[config.mk]
export PLATFORM = sky130hd
export DESIGN_NAME = mem_wb_stage_module
export DESIGN_NICKNAME = d
export VERILOG_FILES = /design/src/rtl/mem_wb_stage_module.sv
export SDC_FILE = /design/constraint.sdc
export NUM_CORES = 1
export LEC_CHECK = 0
export BUFFER_PORTS_ARGS = -buffer_cell sky130_fd_sc_hd__buf_2
export CAP_MARGIN = 20
export CORE_UTILIZATION = 51
export DETAILED_ROUTE_END_ITERATION = 10
export GPL_ROUTABILITY_DRIVEN = 0
export GPL_TIMING_DRIVEN = 0
export PLACE_DENSITY_LB_ADDON = 0.15
export SYNTH_ARGS = -nofsm -noshare
export SYNTH_HDL_FRONTEND = slang
export SYNTH_SLANG_ARGS = --single-unit
export TNS_END_PERCENT = 20
[constraint.sdc]
create_clock -name clk -period 2.3 [get_ports clk]
set_clock_uncertainty 0.2 [all_clocks]
set_input_delay 0.345 -clock clk [delete_from_list [all_inputs] [get_ports clk]]
set_output_delay 0.345 -clock clk [all_outputs]
set_load 0.05 [all_outputs]
[src/rtl/mem_wb_stage_module.sv]
// MEM stage, MEM/WB pipeline register and write-back mux for loads, stores and ALU results.
// Latency: non-memory ops 1 edge to write-back; memory ops take k+1 frozen cycles plus 1 DONE cycle.
// Backpressure: freeze stalls upstream while a request is outstanding; mem_req holds until mem_ready.
module mem_wb_stage_module #(
  parameter int LEN_REGISTER    = 32,
  parameter int LEN_REG_ADDRESS = 4,
  parameter int MEM_ADDR_W      = 16,
  parameter int ADDR_OFFSET     = 1024,
  parameter int TIMEOUT         = 15
) (
  input  logic                       clk,
  input  logic                       rst,
  input  logic                       wb_enable_in,
  input  logic                       mem_read_in,
  input  logic                       mem_write_in,
  input  logic [LEN_REGISTER-1:0]    alu_result_in,
  input  logic [LEN_REGISTER-1:0]    val_rm_in,
  input  logic [LEN_REG_ADDRESS-1:0] dest_reg_in,
  input  logic                       mem_ready,
  input  logic [LEN_REGISTER-1:0]    mem_rdata,
  output logic                       mem_req,
  output logic                       mem_we,
  output logic [MEM_ADDR_W-1:0]      mem_addr,
  output logic [LEN_REGISTER-1:0]    mem_wdata,
  output logic                       freeze,
  output logic                       mem_error,
  output logic                       reg_file_wb_en,
  output logic [LEN_REG_ADDRESS-1:0] reg_file_wb_address,
  output logic [LEN_REGISTER-1:0]    reg_file_wb_data
);

  typedef enum logic [1:0] {IDLE, ACCESS, DONE} state_t;

  localparam int CW = $clog2(TIMEOUT + 1);

  state_t                      state;
  logic [CW-1:0]               cnt;
  logic [CW-1:0]               cnt_nxt;
  logic [MEM_ADDR_W-1:0]       addr_q;
  logic [LEN_REGISTER-1:0]     wdata_q;
  logic                        we_q;
  logic [LEN_REGISTER-1:0]     load_lat_q;
  logic                        err_q;
  logic                        memop;
  logic [MEM_ADDR_W-1:0]       word_addr;

  // MEM/WB pipeline register contents
  logic                        wb_en_q;
  logic [LEN_REG_ADDRESS-1:0]  dest_q;
  logic                        mem_read_q;
  logic [LEN_REGISTER-1:0]     alu_q;
  logic [LEN_REGISTER-1:0]     load_q;

  // A simultaneous read+write request is handled as a store.
  assign memop     = mem_read_in | mem_write_in;
  assign cnt_nxt   = cnt + 1'b1;
  // Byte address relative to the memory window, converted to a word index with modulo wrap.
  assign word_addr = MEM_ADDR_W'((alu_result_in - LEN_REGISTER'(ADDR_OFFSET)) >> 2);

  // Stall upstream from the cycle a memory op is seen until its access completes; forced low in reset.
  assign freeze = rst & (((state == IDLE) & memop) | (state == ACCESS));

  assign mem_req   = (state == ACCESS);
  assign mem_we    = we_q;
  assign mem_addr  = addr_q;
  assign mem_wdata = wdata_q;
  assign mem_error = err_q;

  // Access FSM: capture request, wait for ready or timeout, then release the pipeline for one cycle.
  always_ff @(posedge clk or negedge rst) begin
    if (!rst) begin
      state      <= IDLE;
      cnt        <= '0;
      addr_q     <= '0;
      wdata_q    <= '0;
      we_q       <= 1'b0;
      load_lat_q <= '0;
      err_q      <= 1'b0;
    end else begin
      case (state)
        IDLE: begin
          cnt <= '0;
          if (memop) begin
            addr_q  <= word_addr;
            wdata_q <= val_rm_in;
            we_q    <= mem_write_in;
            state   <= ACCESS;
          end
        end
        ACCESS: begin
          cnt <= cnt_nxt;
          if (mem_ready) begin
            load_lat_q <= mem_rdata;
            state      <= DONE;
          end else if (cnt_nxt == CW'(TIMEOUT)) begin
            err_q      <= 1'b1;
            load_lat_q <= '0;
            state      <= DONE;
          end
        end
        DONE: begin
          cnt   <= '0;
          state <= IDLE;
        end
        default: begin
          cnt   <= '0;
          state <= IDLE;
        end
      endcase
    end
  end

  // MEM/WB register: advance when not frozen, otherwise insert a bubble so each op writes back once.
  always_ff @(posedge clk or negedge rst) begin
    if (!rst) begin
      wb_en_q    <= 1'b0;
      dest_q     <= '0;
      mem_read_q <= 1'b0;
      alu_q      <= '0;
      load_q     <= '0;
    end else if (freeze) begin
      wb_en_q <= 1'b0;
    end else begin
      wb_en_q    <= wb_enable_in & ~mem_write_in;
      dest_q     <= dest_reg_in;
      mem_read_q <= mem_read_in & ~mem_write_in;
      alu_q      <= alu_result_in;
      load_q     <= load_lat_q;
    end
  end

  assign reg_file_wb_en      = wb_en_q;
  assign reg_file_wb_address = dest_q;
  assign reg_file_wb_data    = mem_read_q ? load_q : alu_q;

endmodule

==> results of run 1 <==
kinds of logic (layout without fill, tap and decap cells):
kind of cell | count (synthesis) | after routing | synth area share
mux | 98 | 98 | 0.1708
simple gates | 160 | 160 | 0.1036
flops | 158 | 158 | 0.6120
compound gates | 51 | 51 | 0.06450
fa+ha+maj | 3 | 3 | 0.005811
xor+xnor | 8 | 8 | 0.01085
buf+inv | 35 | 358 | 0.03234
critical path, delay by kind of cell (launching register included):
kind | cells | cell delay, ns
multiplexers | 1 | 0.36
flip-flops | 1 | 0.44
buffers and inverters | 2 | 0.46
final timing paths:
check	start	end	slack (ns)
hold / removal	rst	load_q[13]	-0.38
min in group clk	mem_read_in	mem_read_q	0.01
setup / recovery	mem_read_q	reg_file_wb_data[16]	0.06
hold reg to reg	mem_wdata[16]	mem_wdata[16]	0.27
max in group asynchronous	rst	load_q[31]	1.55
setup reg to reg	state[0]	reg_file_wb_en	0.25
metal layers:
layer	vias up	part of all wire	routed length, µm
li1	2355	-	-
met2	182	0.52	8906
met3	23	0.051	860
met5	-	0	0
met4	0	0.015	251
met1	2512	0.41	6950
through the flow:
stage,instance area [µm²],instances,setup TNS (ns),setup WS (ns),hold WS [ns]
global placement,7641,875,-411.64,-2.545,0.2505
global route,9208,1004,-0.008071,-0.008071,-0.3526
CTS,9200,1003,0,0.006273,-0.3432
finish,9208,1004,0,0.06494,-0.3752
detailed placement,7675,876,-12.73,-0.3669,0.2498
floorplan,6460,513,0,0.4189,-0.1506
cell type report:
| type | instances | area (µm²) | area share |
|---|---|---|---|
| buffer | 28 | 197.7 | 0.02147 |
| sequential | 158 | 3955 | 0.4295 |
| tap | 168 | 210.2 | 0.02283 |
| timing repair buffer | 292 | 1988 | 0.2159 |
| clock buffer | 20 | 466.7 | 0.05069 |
| multi-input combinational | 320 | 2297 | 0.2495 |
| clock inverter | 12 | 70.07 | 0.007610 |
| inverter | 6 | 22.52 | 0.002446 |
sequential cells by signal, indices dropped and copies added (netlist names):
signal / count
reg_file_wb_en: 1
cnt: 4
alu_q: 32
load_lat_q: 32
mem_we: 1
reg_file_wb_address: 4
mem_wdata: 32
state: 2
load_q: 32
mem_addr: 16
mem_read_q: 1
mem_error: 1
power groups by stage:
stage                     registers [mW]  clock network, mW  logic (mW)
after global routing                4.66               2.70        6.10
after detailed placement            4.56                  0        5.56
after global placement              4.49                  0        5.43
after floorplan                     5.95                  0        2.72
final                               4.53               2.55        5.75
after CTS                           4.54               2.58        5.72
repair_timing:
action | CTS | global route
resized for setup | 11 | 1
gates cloned | 0 | 0
buffers inserted | 0 | 1
hold endpoints to repair | 184 | 81
endpoints found under the setup margin | 30 | 9
cell usage in the layout (no fill, tap or decap), drive strengths merged, types with 2 or more instances in the layout:
master          n
xnor2           4
mux2           98
xor2            4
nor3b           2
ha              3
and2            2
nor2            9
inv             6
dlygate4sd3    96
clkinv          8
clkinvlp        4
clkbuf         26
buf           216
dlymetal6s2s    2
nand2b          2
nand3b          3
nand2         135
dfrtp         158
o21ai          12
a22o           33
nor3            4
==> results.json, run 1 <==
{
  "status": "finished with violations",
  "failed_checks": "hold timing",
  "synth_edf_count": 0,
  "cp_data_required_time_ns": 1.75,
  "antenna_found_initial": 0,
  "drc": 0,
  "yosysWarningCount": 0,
  "timing.fmax_mhz": 447.4,
  "fp-row-count": 40,
  "die_w_um": 114.5,
  "finalHoldViolCount": 81,
  "hpwlAfterDp_mm": 10.26,
  "io_buffers": 194,
  "drt_iter0_markers": 334,
  "clkSinkCount": 158,
  "syn_area_um2": 6460,
  "end_kind": "output port",
  "drive_above_1_share": 0.3541,
  "die-area_um2": 13120,
  "avgSynthCellArea_um2": 12.59,
  "tritoncts": "done",
  "post_drt_via_cell_ratio": 5.052,
  "fillers": 803,
  "use_met1": 0.3198,
  "hold_class": "input port to async pin",
  "whs_ns": -0.3752,
  "routed_wl_mm": 16.97,
  "power_frac_comb": 0.448,
  "finalPower_mw": 12.83,
  "yosysTopAreaCellShare": 0.6120,
  "syn-num-nets": 622,
  "worstPathMaxFanout": 10,
  "power_density_nw_per_um2": 1394,
  "antenna_cells": 0,
  "core_um2": 12160,
  "synth-async-reset-ratio": 1.000,
  "track_usage": 0.2744,
  "ant_nets": 0,
  "grt_setup_unrepaired": "yes",
  "path_cells": "buf_4, mux2_2, buf_2",
  "grt_pass1_vias": 5476,
  "timing.final.crit_share": 0.9718,
  "synth_area_leaders": "dfrtp_1 61%, mux2_1 9.8%, nand2_1 7.8%, mux2_2 7.3%, a22o_1 4.5%",
  "die_height_um": 114.5,
  "path_class": "register to output port",
  "grtUsageMet2": 0.4881,
  "area_growth_pct": 42.53,
  "reg2reg_depth": 6,
  "slew_violations": 0,
  "synth_top_area_cell": "dfrtp_1",
  "setup_viol": 0,
  "cts_root_buf": "clkbuf_16",
  "h-tree-depth": 4,
  "yosysSeqAreaShare": 0.6120,
  "ys_ff_latch": 158,
  "sw_frac_of_total": 0.4438,
  "grt_max_degree": 84,
  "wl_per_cell_um": 16.90,
  "worst_pin_slew_ns": 0.5685,
  "cts_buffers": 17,
  "vias": 5072,
  "grt-busiest-layer": "met2",
  "slowest_stage": "dfrtp_2",
  "grt_remaining_overflow": 0,
  "grtUsageMet3": 0.07358,
  "dr.pass1.iters": 4,
  "pin_count": 195,
  "yosysMostFrequentCell": "dfrtp_1",
  "max_stage_delay_ns": 0.44,
  "finalCriticalPeriod_ns": 2.235,
  "syn_inst": 513,
  "p_switching_mw": 5.695,
  "grt_pass1_wl_mm": 26.96,
  "p_clk_frac": 0.199,
  "start_util": 0.5312,
  "cp-start-kind": "register",
  "clock_latency_ns": 0.42,
  "yosys.cell_types.count": 37,
  "critPathArrivalTime_ns": 1.69,
  "cts.path.max_buffers": 2,
  "maxCapViolations": 0,
  "path_clk_slew_ns": 0.06,
  "slew_headroom": 0.6210,
  "cts_hold_buf": 96,
  "dominantRegCellSynth": "dfrtp_1",
  "ir_worst_vdd_mv": 1.264,
  "p_leak_nw": 4.626,
  "synth.top_cells.by_count": "158 x dfrtp_1, 135 x nand2_1, 56 x mux2_1",
  "fin_util": 0.7571,
  "nNetsFinal": 932,
  "intPower_mw": 7.137,
  "seq_power_share": 0.353
}
Note: power is estimated with default switching activity, not from simulation.
==> inputs of run 2 (changes only) <==
--- a/config.mk
+++ b/config.mk
@@ -7,7 +7,9 @@
 export LEC_CHECK = 0
 export BUFFER_PORTS_ARGS = -buffer_cell sky130_fd_sc_hd__buf_2
 export CAP_MARGIN = 20
-export CORE_UTILIZATION = 51
+export CELL_PAD_IN_SITES_DETAIL_PLACEMENT = 0
+export CELL_PAD_IN_SITES_GLOBAL_PLACEMENT = 1
+export CORE_UTILIZATION = 40
 export DETAILED_ROUTE_END_ITERATION = 10
 export GPL_ROUTABILITY_DRIVEN = 0
 export GPL_TIMING_DRIVEN = 0
==> constraint.sdc (replaced) <==
create_clock -name clk -period 2.4 [get_ports clk]
set_clock_uncertainty 0.2 [all_clocks]
set_input_delay 0.36 -clock clk [delete_from_list [all_inputs] [get_ports clk]]
set_output_delay 0.36 -clock clk [all_outputs]
set_load 0.05 [all_outputs]
==> run 2 against run 1 <==
Against the previous run: the flow now finishes without violations; non-clock buffer count grew 11; clock power fell by 3%; flip-flop and latch count did not move; via count is 0.77% lower; worst hold slack improved by 0.39 ns; critical path depth is the same; register-to-register slack better by 0.12 ns; cell count rose by 5.8%; combinational power decreased by 4.3%; sequential power shrank 4.4%; clock-buffer cell count stayed put; critical path type unchanged; critical endpoint is now reg_file_wb_data[25]; largest power group unchanged.
==> results.json, run 2 (synthesized netlist as in run 1, its figures left out) <==
{
  "die_height_um": 129.1,
  "cts.path.max_buffers": 2,
  "timing.final.crit_share": 0.9403,
  "placed_area_um2": 7735,
  "cp_data_required_time_ns": 1.84,
  "hold-path-cell-count": 2,
  "seq_power_share": 0.352,
  "hold_start": "alu_result_in[10]",
  "core_um2": 15830,
  "cts_root_buf": "clkbuf_16",
  "area_growth_pct": 46.70,
  "wl_per_cell_um": 15.92,
  "clkSinkCount": 158,
  "slew_violations": 0,
  "cp-start-kind": "register",
  "path_clk_slew_ns": 0.06,
  "io_buffers": 194,
  "pin_count": 195,
  "fp-row-count": 46,
  "placed_cells": 924,
  "die_w_um": 129.1,
  "highest_layer": "met4",
  "setup_tns_ns": 0,
  "intPower_mw": 6.924,
  "tritoncts": "done",
  "worstPathMaxFanout": 10,
  "grt_setup_unrepaired": "no",
  "clock_latency_ns": 0.42,
  "p_clk_frac": 0.202,
  "end_kind": "output port",
  "ir_worst_vdd_mv": 0.8653,
  "path_class": "register to output port",
  "r2r_end": "reg_file_wb_en",
  "drt_iter0_markers": 172,
  "timing.fmax_mhz": 443.1,
  "status": "completed",
  "maxCapViolations": 0,
  "met2WireLength_mm": 8.553,
  "finalHoldViolCount": 0,
  "post_drt_via_cell_ratio": 4.739,
  "stdcell_area_um2": 9477,
  "nNetsFinal": 943,
  "start_util": 0.4081,
  "hold_class": "input port to register",
  "p_leak_nw": 4.728,
  "sw_frac_of_total": 0.4378,
  "vias": 5033,
  "routed_wl_mm": 16.91,
  "grt_pass1_wl_mm": 27.14,
  "power_density_nw_per_um2": 1300,
  "grt_remaining_overflow": 0,
  "dr.pass1.iters": 4,
  "grt_pass1_vias": 5383,
  "drc": 0,
  "wl_met3_um": 626,
  "finalCriticalPeriod_ns": 2.257,
  "power_frac_comb": 0.447,
  "hpwlAfterDp_mm": 10.73,
  "layout_commonest_cell": "buf_2",
  "whs_ns": 0.01731,
  "wl_met1_mm": 7.498,
  "slew_headroom": 0.5785,
  "die-area_um2": 16660,
  "final_cell_mix": "195 x buf_2, 157 x dfrtp_1, 135 x nand2_1, 100 x dlygate4sd3_1, 56 x mux2_1",
  "ant_nets": 0,
  "track_usage": 0.2164,
  "reg2reg_depth": 6,
  "antenna_cells": 0,
  "setup_viol": 0,
  "h-tree-depth": 4,
  "worst_pin_slew_ns": 0.6322,
  "final_cells": 1062,
  "r2r_start": "state[0]",
  "critPathArrivalTime_ns": 1.70,
  "hold_path_end": "mem_addr[8]",
  "drive_above_1_share": 0.3546,
  "grt_max_degree": 48,
  "r2r_setup_slack_ns": 0.37,
  "antenna_found_initial": 0,
  "cts_buffers": 17,
  "finalPower_mw": 12.32,
  "p_switching_mw": 5.393
}
## run 2: worst max-delay path by stage
| stage | startpoint | endpoint | slack [ns] | cells after the start |
|---|---|---|---|---|
| after floorplan | mem_read_q | reg_file_wb_data[22] | 0.50 | 3 |
| after global placement | rst | freeze | -2.58 | 5 |
| after detailed placement | rst | freeze | -0.69 | 6 |
| after CTS | state[0] | freeze | -0.001 | 5 |
| after global routing | mem_read_q | reg_file_wb_data[25] | 0.06 | 3 |
| final | mem_read_q | reg_file_wb_data[25] | 0.14 | 3 |
## run 2: final cells by class
class	instances	area (µm²)
fillers	1298	6351
flip-flops and latches	158	3955
multi-input cells	320	2297
repair buffers	303	2192
clock buffers	20	446.7
well taps	216	270.3
plain buffers	28	197.7
clock inverters	11	95.09
inverters	6	22.52
## run 2: critical path: stages (launching register included)
cell and delay, ns:
dfrtp_2 0.44, clkbuf_4 0.27, mux2_2 0.35, buf_2 0.21
## run 2: metal layers
metal,global-route usage,vias to the layer above
li1,-,2384
met1,0.2719,2495
met2,0.3727,141
met3,0.04335,13
met4,0.07612,0
met5,0,-
## run 2: power groups by stage
stage | combinational (mW) | clock, mW | sequential [mW]
floorplan | 2.60 | 0 | 5.70
global placement | 5.26 | 0 | 4.30
detailed placement | 5.36 | 0 | 4.35
CTS | 5.54 | 2.55 | 4.34
global route | 5.89 | 2.65 | 4.48
finish | 5.50 | 2.48 | 4.33
## run 2: metrics by stage
step,utilization,setup slack (ns)
floorplan,-,0.5039
global placement,0.4866,-2.577
CTS,0.5975,-0.001228
detailed placement,0.4887,-0.6852
global route,0.5987,0.05610
finish,0.5987,0.1432
## run 2: what timing repair did
item                                    CTS  global route
cloned                                    2             0
buffers inserted                          0             2
endpoints found under the setup margin   82             1
gates resized for setup                  10             1
endpoints found under the hold margin   214             0
hold buffers                            104             0
pin swaps                                 0             1
